**config.mk**
```make
export PLATFORM = sky130hd
export DESIGN_NAME = cache_fill_fsm
export DESIGN_NICKNAME = d
export VERILOG_FILES = /design/src/rtl/cache_pkg.sv /design/src/rtl/cache_fill_fsm_counter.sv /design/src/rtl/cache_fill_fsm.sv
export SDC_FILE = /design/constraint.sdc
export NUM_CORES = 1
export LEC_CHECK = 0
export CORE_MARGIN = 1
export CORE_UTILIZATION = 40
export CTS_CLUSTER_DIAMETER = 30
export DETAILED_ROUTE_END_ITERATION = 16
export PLACE_DENSITY = 0.86
export SLEW_MARGIN = 20
export SYNTH_ARGS = -nofsm -noshare
export SYNTH_HDL_FRONTEND = slang
export SYNTH_SLANG_ARGS = --single-unit
```
**constraint.sdc**
```tcl
create_clock -name clk -period 3.1 [get_ports clk]
set_input_delay 0.93 -clock clk [delete_from_list [all_inputs] [get_ports clk]]
set_output_delay 0.93 -clock clk [all_outputs]
set_load 0.01 [all_outputs]
```
**src/rtl/cache_pkg.sv**
```systemverilog
// Shared types and default geometry for the cache miss-fill engine.
package cache_pkg;

    localparam int WORDS_PER_BLOCK = 8;
    localparam int MEM_LATENCY     = 4;
    localparam int ADDR_W          = 16;
    localparam int DATA_W          = 16;
    localparam int BLOCK_OFFSET_W  = $clog2(WORDS_PER_BLOCK * 2);

    typedef enum logic [1:0] {
        IDLE = 2'd0,
        FILL = 2'd1,
        DONE = 2'd2
    } fill_state_t;

    // Word index within a block to byte offset (16-bit words).
    function automatic logic [31:0] word_to_byte(input logic [31:0] word_idx);
        return word_idx << 1;
    endfunction

endpackage

```
**src/rtl/cache_fill_fsm_counter.sv**
```systemverilog
// Saturating word counter used for both the issue and the return side of a fill.
module fill_word_counter #(
    parameter int MAX_COUNT = 8,
    parameter int CNT_W     = $clog2(MAX_COUNT) + 1
) (
    input  logic             clk,
    input  logic             rst_n,
    input  logic             clr,
    input  logic             inc,
    output logic [CNT_W-1:0] count,
    output logic             done
);

    logic [CNT_W-1:0] count_q;
    logic [CNT_W-1:0] count_d;

    assign count = count_q;
    assign done  = (count_q == CNT_W'(MAX_COUNT));

    always_comb begin
        count_d = count_q;
        if (clr) begin
            count_d = '0;
        end else if (inc && !done) begin
            count_d = count_q + CNT_W'(1);
        end
    end

    always_ff @(posedge clk or negedge rst_n) begin
        if (!rst_n) begin
            count_q <= '0;
        end else begin
            count_q <= count_d;
        end
    end

endmodule

```
**src/rtl/cache_fill_fsm.sv**
```systemverilog
// Cache miss-fill engine: streams one block from pipelined memory, then writes metadata.
// Optional performance counters are enabled by defining FILL_PERF_CNT_EN.
module cache_fill_fsm #(
    parameter int WORDS_PER_BLOCK = cache_pkg::WORDS_PER_BLOCK,
    parameter int ADDR_W          = cache_pkg::ADDR_W,
    parameter int DATA_W          = cache_pkg::DATA_W
) (
    input  logic              clk,
    input  logic              rst_n,
    input  logic              Miss,
    input  logic [ADDR_W-1:0] Addr_Miss,
    output logic              Busy,
    output logic              Mem_En,
    output logic [ADDR_W-1:0] Mem_Addr,
    input  logic              Mem_Valid,
    input  logic [DATA_W-1:0] Mem_Data,
    output logic [ADDR_W-1:0] Addr_FSM,
    output logic [DATA_W-1:0] DataIn_FSM,
    output logic              Data_WE,
    output logic              MetaData_WE
`ifdef FILL_PERF_CNT_EN
    ,
    output logic [15:0]       Fill_Count,
    output logic [15:0]       Stall_Cycles
`endif
);

    import cache_pkg::*;

    localparam int OFF_W = $clog2(WORDS_PER_BLOCK * 2);
    localparam int CNT_W = $clog2(WORDS_PER_BLOCK) + 1;
    localparam logic [ADDR_W-1:0] OFF_MASK = ADDR_W'((1 << OFF_W) - 1);

    fill_state_t       state_q, state_d;
    logic [ADDR_W-1:0] base_q, base_d;

    logic [CNT_W-1:0]  iss_cnt, rcv_cnt;
    logic              iss_done, rcv_done;
    logic              cnt_clr, iss_inc, rcv_inc;

    // Counters are held at zero outside FILL so every fill starts from word 0.
    assign cnt_clr = (state_q != FILL);
    assign iss_inc = (state_q == FILL) && !iss_done;
    assign rcv_inc = (state_q == FILL) && Mem_Valid && !rcv_done;

    fill_word_counter #(.MAX_COUNT(WORDS_PER_BLOCK), .CNT_W(CNT_W)) u_iss_cnt (
        .clk   (clk),
        .rst_n (rst_n),
        .clr   (cnt_clr),
        .inc   (iss_inc),
        .count (iss_cnt),
        .done  (iss_done)
    );

    fill_word_counter #(.MAX_COUNT(WORDS_PER_BLOCK), .CNT_W(CNT_W)) u_rcv_cnt (
        .clk   (clk),
        .rst_n (rst_n),
        .clr   (cnt_clr),
        .inc   (rcv_inc),
        .count (rcv_cnt),
        .done  (rcv_done)
    );

    always_comb begin
        state_d = state_q;
        base_d  = base_q;
        unique case (state_q)
            IDLE: begin
                if (Miss) begin
                    state_d = FILL;
                    base_d  = Addr_Miss & ~OFF_MASK;
                end
            end
            FILL: begin
                if (rcv_inc && (rcv_cnt == CNT_W'(WORDS_PER_BLOCK - 1))) begin
                    state_d = DONE;
                end
            end
            DONE:    state_d = IDLE;
            default: state_d = IDLE;
        endcase
    end

    // Return-side strobes are combinational from Mem_Valid so data lands the same cycle.
    always_comb begin
        Busy        = (state_q != IDLE);
        Mem_En      = iss_inc;
        Mem_Addr    = '0;
        Data_WE     = rcv_inc;
        DataIn_FSM  = '0;
        Addr_FSM    = '0;
        MetaData_WE = (state_q == DONE);
        if (iss_inc) begin
            Mem_Addr = base_q + ADDR_W'(word_to_byte(32'(iss_cnt)));
        end
        if (rcv_inc) begin
            DataIn_FSM = Mem_Data;
            Addr_FSM   = base_q + ADDR_W'(word_to_byte(32'(rcv_cnt)));
        end else if (state_q == DONE) begin
            Addr_FSM = base_q;
        end
    end

    always_ff @(posedge clk or negedge rst_n) begin
        if (!rst_n) begin
            state_q <= IDLE;
            base_q  <= '0;
        end else begin
            state_q <= state_d;
            base_q  <= base_d;
        end
    end

`ifdef FILL_PERF_CNT_EN
    logic [15:0] fill_count_q, fill_count_d;
    logic [15:0] stall_q, stall_d;

    // Fill count wraps; stall count sticks at all-ones.
    always_comb begin
        fill_count_d = fill_count_q;
        stall_d      = stall_q;
        if (state_q == DONE) begin
            fill_count_d = fill_count_q + 16'd1;
        end
        if (Busy && (stall_q != 16'hFFFF)) begin
            stall_d = stall_q + 16'd1;
        end
    end

    always_ff @(posedge clk or negedge rst_n) begin
        if (!rst_n) begin
            fill_count_q <= '0;
            stall_q      <= '0;
        end else begin
            fill_count_q <= fill_count_d;
            stall_q      <= stall_d;
        end
    end

    assign Fill_Count   = fill_count_q;
    assign Stall_Cycles = stall_q;
`endif

endmodule
```
## Yosys cells after proc, flatten, opt, wreduce, memory -nomap -nowiden

Cells that the tools add are included.

- Output and inout port bits: 52
- Flip-flop bits (word level): 22
- Logic and storage cells: 41

- Add/subtract/negate cells: 4
- Muxes and demuxes: 11
- Equal/unequal tests: 8
- Reductions and logical operators: 14

Operator list:

| cell | count |
|---|---|
| two-way mux 16 bit | 4 |
| adder 16 x 5 -> 16 bit | 2 |
| two-way mux 4 bit | 4 |
| adder 4 x 1 -> 4 bit, second input constant | 2 |
| equality test 4 bit, second input constant | 2 |
| logical AND 1 bit | 6 |
| nonzero test 2 bit | 3 |
| equality test 4 x 3 -> 1 bit, second input constant | 1 |
| two-way mux 2 bit | 2 |
| != test 2 x 1 -> 1 bit, second input constant | 2 |
| one-hot mux 2 bit (2 select lines) | 1 |
| AND reduction 2 bit | 2 |
| equality test 2 x 1 -> 1 bit, second input constant | 1 |
| equality test 2 bit, second input constant | 1 |
| logical NOT 1 bit | 2 |
| logical NOT 2 bit | 1 |
| != test 2 bit, second input constant | 1 |

## Longest topological paths before layout

- Depth in word-level cells: 6
- Depth in mapped cells: 9
- Mapped depth without buffers: 7

## Cells and area by module

A second synthesis with hierarchy kept.

- Cells, all modules: 206
- Area, all modules: 1830.5 um^2

Modules (own cells, without submodules):

| module | times used | seq. area each (um^2) | cells each | area an instance (um^2) |
|---|---|---|---|---|
| cache_fill_fsm | 1 | 350.3 | 158 | 1365.1 |
| fill_word_counter | 2 | 100.1 | 24 | 232.7 |

## Least setup slack after synthesis

No wires, ideal clock.

- Path type: in2out
- Start point: input port Mem_Valid
- End point: output port Addr_FSM[13]
- Setup slack: 275 ps
- Arrival time: 1895 ps
- Path buffers: 2
- Stages: 6
- Data required time: 2170 ps
- Path through: nand3b_1 -> or2_1 -> buf_6 -> buf_6 -> a21o_1 -> a31oi_1

- Cells in the longest elaborated chain, start to end: 3

RTL lines:

| element | line | text |
|---|---|---|
| start, declared | cache_fill_fsm.sv:15 | `input logic Mem_Valid,` |
| logical AND 1 bit (2 in series) | cache_fill_fsm.sv:44 | `assign rcv_inc = (state_q == FILL) && Mem_Valid && !rcv_done;` |
| two-way mux 16 bit | cache_fill_fsm.sv:96 | `if (rcv_inc) begin` |
| end, declared | cache_fill_fsm.sv:17 | `output logic [ADDR_W-1:0] Addr_FSM,` |

Every way passes these cells.

## Worst setup path in the final report

- Start point: register base_q[4]
- End point: output port Mem_Addr[13]

- Cells in the longest elaborated chain, start to end: 2

RTL lines:

| element | line | text |
|---|---|---|
| start, declared | cache_fill_fsm.sv:35 | `logic [ADDR_W-1:0] base_q, base_d;` |
| start signal, assigned | cache_fill_fsm.sv:110 | `base_q <= base_d;` |
| adder 16 x 5 -> 16 bit | cache_fill_fsm.sv:94 | `Mem_Addr = base_q + ADDR_W'(word_to_byte(32'(iss_cnt)));` |
| two-way mux 16 bit | cache_fill_fsm.sv:93 | `if (iss_inc) begin` |
| end, declared | cache_fill_fsm.sv:14 | `output logic [ADDR_W-1:0] Mem_Addr,` |

Every way passes these cells.

==> results.py <==
metrics = {
    "floorplan": {
        "core_sq_mm": 0.00412,
        "die_w_um": 68.4,
        "fp.dieH_um": 68.4,
        "rows": 23,
        "start_util": 0.429,
        "die_area_sq_mm": 0.00468,
        "io-pin-count": 88,
    },
    "power_and_ir_drop": {
        "leakage_nw": 1.37,
        "p_per_area_mw_per_mm2": 927,
        "max-vdd-ir-drop_mv": 0.427,
    },
    "global_route": {
        "grt_max_degree": 23,
        "overflow": 0,
        "grt_usage": 0.239,
        "grt_pass1_vias": 1871,
        "antenna_found_initial": 0,
        "grt_pass1_wl_um": 8170,
    },
    "yosys": {
        "synth_xor_area_frac": 0.0695,
        "ys_seq_elements": 22,
        "synth_area_per_cell_sq_um": 8.37,
        "ys_types": 42,
        "ys_async_sr_fraction": 1.00,
        "synth_cells": 211,
        "synth_top_family_by_area": "simple AND/OR/NAND/NOR gates",
        "yosys.area_share.simple": 0.291,
        "yosys_warnings": 0,
        "synth-compound-area-share": 0.106,
        "synth_area_sq_mm": 0.00177,
        "ys_seq_area_frac": 0.312,
        "synth-edff-count": 0,
        "ys.flop_type": "dfrtp_1",
        "synthAdderAreaFrac": 0.0567,
        "synth_mux_area_frac": 0.0815,
    },
    "status": {
        "violations": "negative setup slack",
        "outcome": "finished with violations",
    },
    "timing": {
        "hold_slack_ns": 0.544,
        "fin_worst_skew_ns": 0.00776,
        "maxSlewViolCount": 0,
        "setup_slack_ns": -0.00496,
        "rsz0062_at_grt": "true",
        "period_needed_ns": 3.10,
        "hold_viol": 0,
        "setup_viol_count_final": 1,
        "max_freq_ghz": 0.322,
        "period_share": 1.00,
    },
    "final_layout": {
        "fin_nets": 354,
        "areaGrowthSynthToFinish_pct": 63.0,
        "layout-drive-gt1-share": 0.243,
        "antennaDiodeCount": 0,
        "final_cells": 359,
        "nFillCells": 315,
    },
    "placement": {
        "dp.cells": 346,
        "gp_congestion": 0.834,
        "port_buffers": 81,
        "dpl.hpwl_um": 3760,
    },
    "drt": {
        "drc": 0,
        "vias": 1934,
        "drt-pass1-iter-count": 4,
        "wl_per_cell_um": 15.0,
        "antenna_violating_nets_post_route": 0,
        "drt_iter0_markers": 169,
        "wirelength_um": 5400,
        "via_per_inst": 5.39,
    },
    "worst_setup_path": {
        "critical_path_class": "flip-flop to output port",
        "start_kind": "flip-flop",
        "cp.buffers_inverters": 1,
        "cpMaxStageDelayCell": "clkdlybuf4s50_1",
        "cp_cell_sequence": "ha_2 -> nand3_2 -> nor3_1 -> xnor2_1 -> nor2_1 -> clkdlybuf4s50_1",
        "critPathArrivalTime_ns": 2.17,
        "critPathMaxStageDelay_ns": 0.55,
        "worstPathMaxFanout": 5,
        "critPathTopFamily": "simple AND/OR/NAND/NOR gates",
        "cp.required_ns": 2.17,
        "endpoint_kind": "output port",
    },
    "cts": {
        "clock_sinks": 22,
        "numCtsBuffers": 3,
        "cts_htree_levels": 1,
        "cts_tree": "yes",
        "hold_buffers": 0,
        "clk_pin_slew_ns": 0.08,
        "clk_latency_ns": 0.27,
        "clockRootBuffer": "clkbuf_8",
        "clockBufferDepth": 2,
    },
    "run": {
        "maxCapViolations": 0,
    },
    "min_path": {
        "hold_path.class": "flip-flop to flip-flop",
    },
}
-- metrics by stage --
| stage | TNS, ns | utilization | setup slack (ns) | power, mW | instance area (sq um) |
|---|---|---|---|---|---|
| after floorplan | 0 | - | 0.275 | 1.47 | 1770 |
| after global placement | -20.24 | 0.653 | -0.754 | 2.26 | 2690 |
| after detailed placement | -21.27 | 0.653 | -0.839 | 2.30 | 2690 |
| after CTS | 0 | 0.675 | 0.0147 | 2.56 | 2780 |
| after global routing | -0.270 | 0.699 | -0.125 | 2.86 | 2880 |
| final | -0.00496 | 0.699 | -0.00496 | 2.67 | 2880 |
-- logic make-up (layout without fill, tap and decap cells) --
logic type               after synthesis  after routing
flip-flops                            22             22
adder cells (fa/ha/maj)                8              8
XOR/XNOR                              14             14
buffers and inverters                 27            124
multiplexers                          13             13
AND/OR/NAND/NOR                       95             95
AO/OA/AOI/OAI                         31             31
other                                  1              2
-- worst register-to-register path, cell delays in order, from the launching register on --
cell and delay (ns):
dfrtp_1 0.35, inv_1 0.05, ha_1 0.19, and3b_1 0.18, or2_4 0.31, clkinv_8 0.10
buf_4 0.14, buf_4 0.11, xnor2_1 0.10, nor2_1 0.05
-- worst paths after layout --
check,from,end,slack [ns],cells past startpoint
hold / removal,u_rcv_cnt.count[3],state_q[1],0.54,1
setup reg to reg,u_rcv_cnt.count[0],u_rcv_cnt.count[0],1.39,9
hold reg to reg,u_rcv_cnt.count[3],state_q[1],0.54,1
max in group asynchronous,rst_n,base_q[9],1.85,2
setup / recovery,base_q[4],Mem_Addr[13],-0.005,6
min in group asynchronous,rst_n,state_q[0],1.00,2
-- power breakdown --
group / switching [mW] / leakage (nW) / internal [mW]
Clock: 0.0926 / 0.0357 / 0.173
Combinational: 0.813 / 1.07 / 0.938
Sequential: 0.223 / 0.265 / 0.428
Total: 1.13 / 1.37 / 1.54
-- flip-flops by register name (all words and copies together), names as in the netlist --
register / cells
base_q: 12
u_iss_cnt.count: 4
u_rcv_cnt.count: 4
state_q: 2
-- cell type report --
cell class,instances,area [sq um],area share
multi-input combinational,163,1160,0.404
tap,50,62.6,0.0217
sequential,22,556,0.193
clock inverter,1,30.0,0.0104
timing repair buffer,109,971,0.337
clock buffer,3,41.3,0.0143
inverter,11,53.8,0.0187
-- cells in the mapped netlist, types with 4 or more instances --
master | number | area share
buf_4 | 4 | 0.017
nand2_1 | 11 | 0.023
and2_1 | 17 | 0.060
nor3_1 | 5 | 0.014
xnor2_1 | 10 | 0.050
ha_1 | 8 | 0.057
mux2_2 | 11 | 0.070
or3_1 | 4 | 0.014
xor2_1 | 4 | 0.020
a21oi_1 | 8 | 0.023
buf_2 | 4 | 0.011
a21o_1 | 5 | 0.021
nor2_1 | 27 | 0.057
nand3_1 | 8 | 0.023
inv_1 | 10 | 0.021
dfrtp_1 | 22 | 0.31
o21ai_0 | 11 | 0.031
-- cells in the final DEF, fill, tap and decap left out, types with 2 or more instances in the layout --
| master | Yosys | routed |
|---|---|---|
| ha_2 | 0 | 3 |
| and2_1 | 17 | 17 |
| dfrtp_1 | 22 | 18 |
| dfrtp_2 | 0 | 4 |
| a22o_1 | 3 | 3 |
| xnor2_1 | 10 | 10 |
| ha_1 | 8 | 5 |
| dlymetal6s2s_1 | 0 | 5 |
| nand2_1 | 11 | 10 |
| and3_1 | 3 | 3 |
| nand3b_1 | 2 | 2 |
| o21ai_1 | 0 | 3 |
| nand3_1 | 8 | 5 |
| a21o_1 | 5 | 5 |
| mux2_2 | 11 | 11 |
| nor3_1 | 5 | 4 |
| conb_1 | 1 | 2 |
| buf_6 | 2 | 2 |
| buf_2 | 4 | 8 |
| or3_1 | 4 | 4 |
| nand4_1 | 3 | 3 |
| xor2_1 | 4 | 4 |
| a31oi_1 | 2 | 2 |
| inv_1 | 10 | 10 |
| o21ai_0 | 11 | 7 |
| dlygate4sd2_1 | 0 | 24 |
| clkbuf_8 | 0 | 3 |
| nor2_1 | 27 | 27 |
| clkdlybuf4s50_1 | 0 | 44 |
| nor4_2 | 2 | 4 |
| mux2i_1 | 2 | 2 |
| a21oi_1 | 8 | 7 |
| buf_4 | 4 | 26 |
| nand2b_1 | 2 | 2 |
| nand3_2 | 0 | 2 |
-- metal layers --
metal,vias to the layer above,part of all wire,track usage
met5,-,0,0
met1,887,0.38,0.277
met3,23,0.091,0.0400
li1,912,-,-
met4,0,0.040,0.125
met2,112,0.49,0.415
-- repair_timing --
| item | in CTS | in global routing |
|---|---|---|
| setup endpoints to repair | 37 | 14 |
| pin swaps | 6 | 1 |
| hold endpoints to repair | 0 | 0 |
| buffers inserted | 4 | 5 |
| resized for setup | 72 | 18 |
Power figures use the tool's default switching activity.
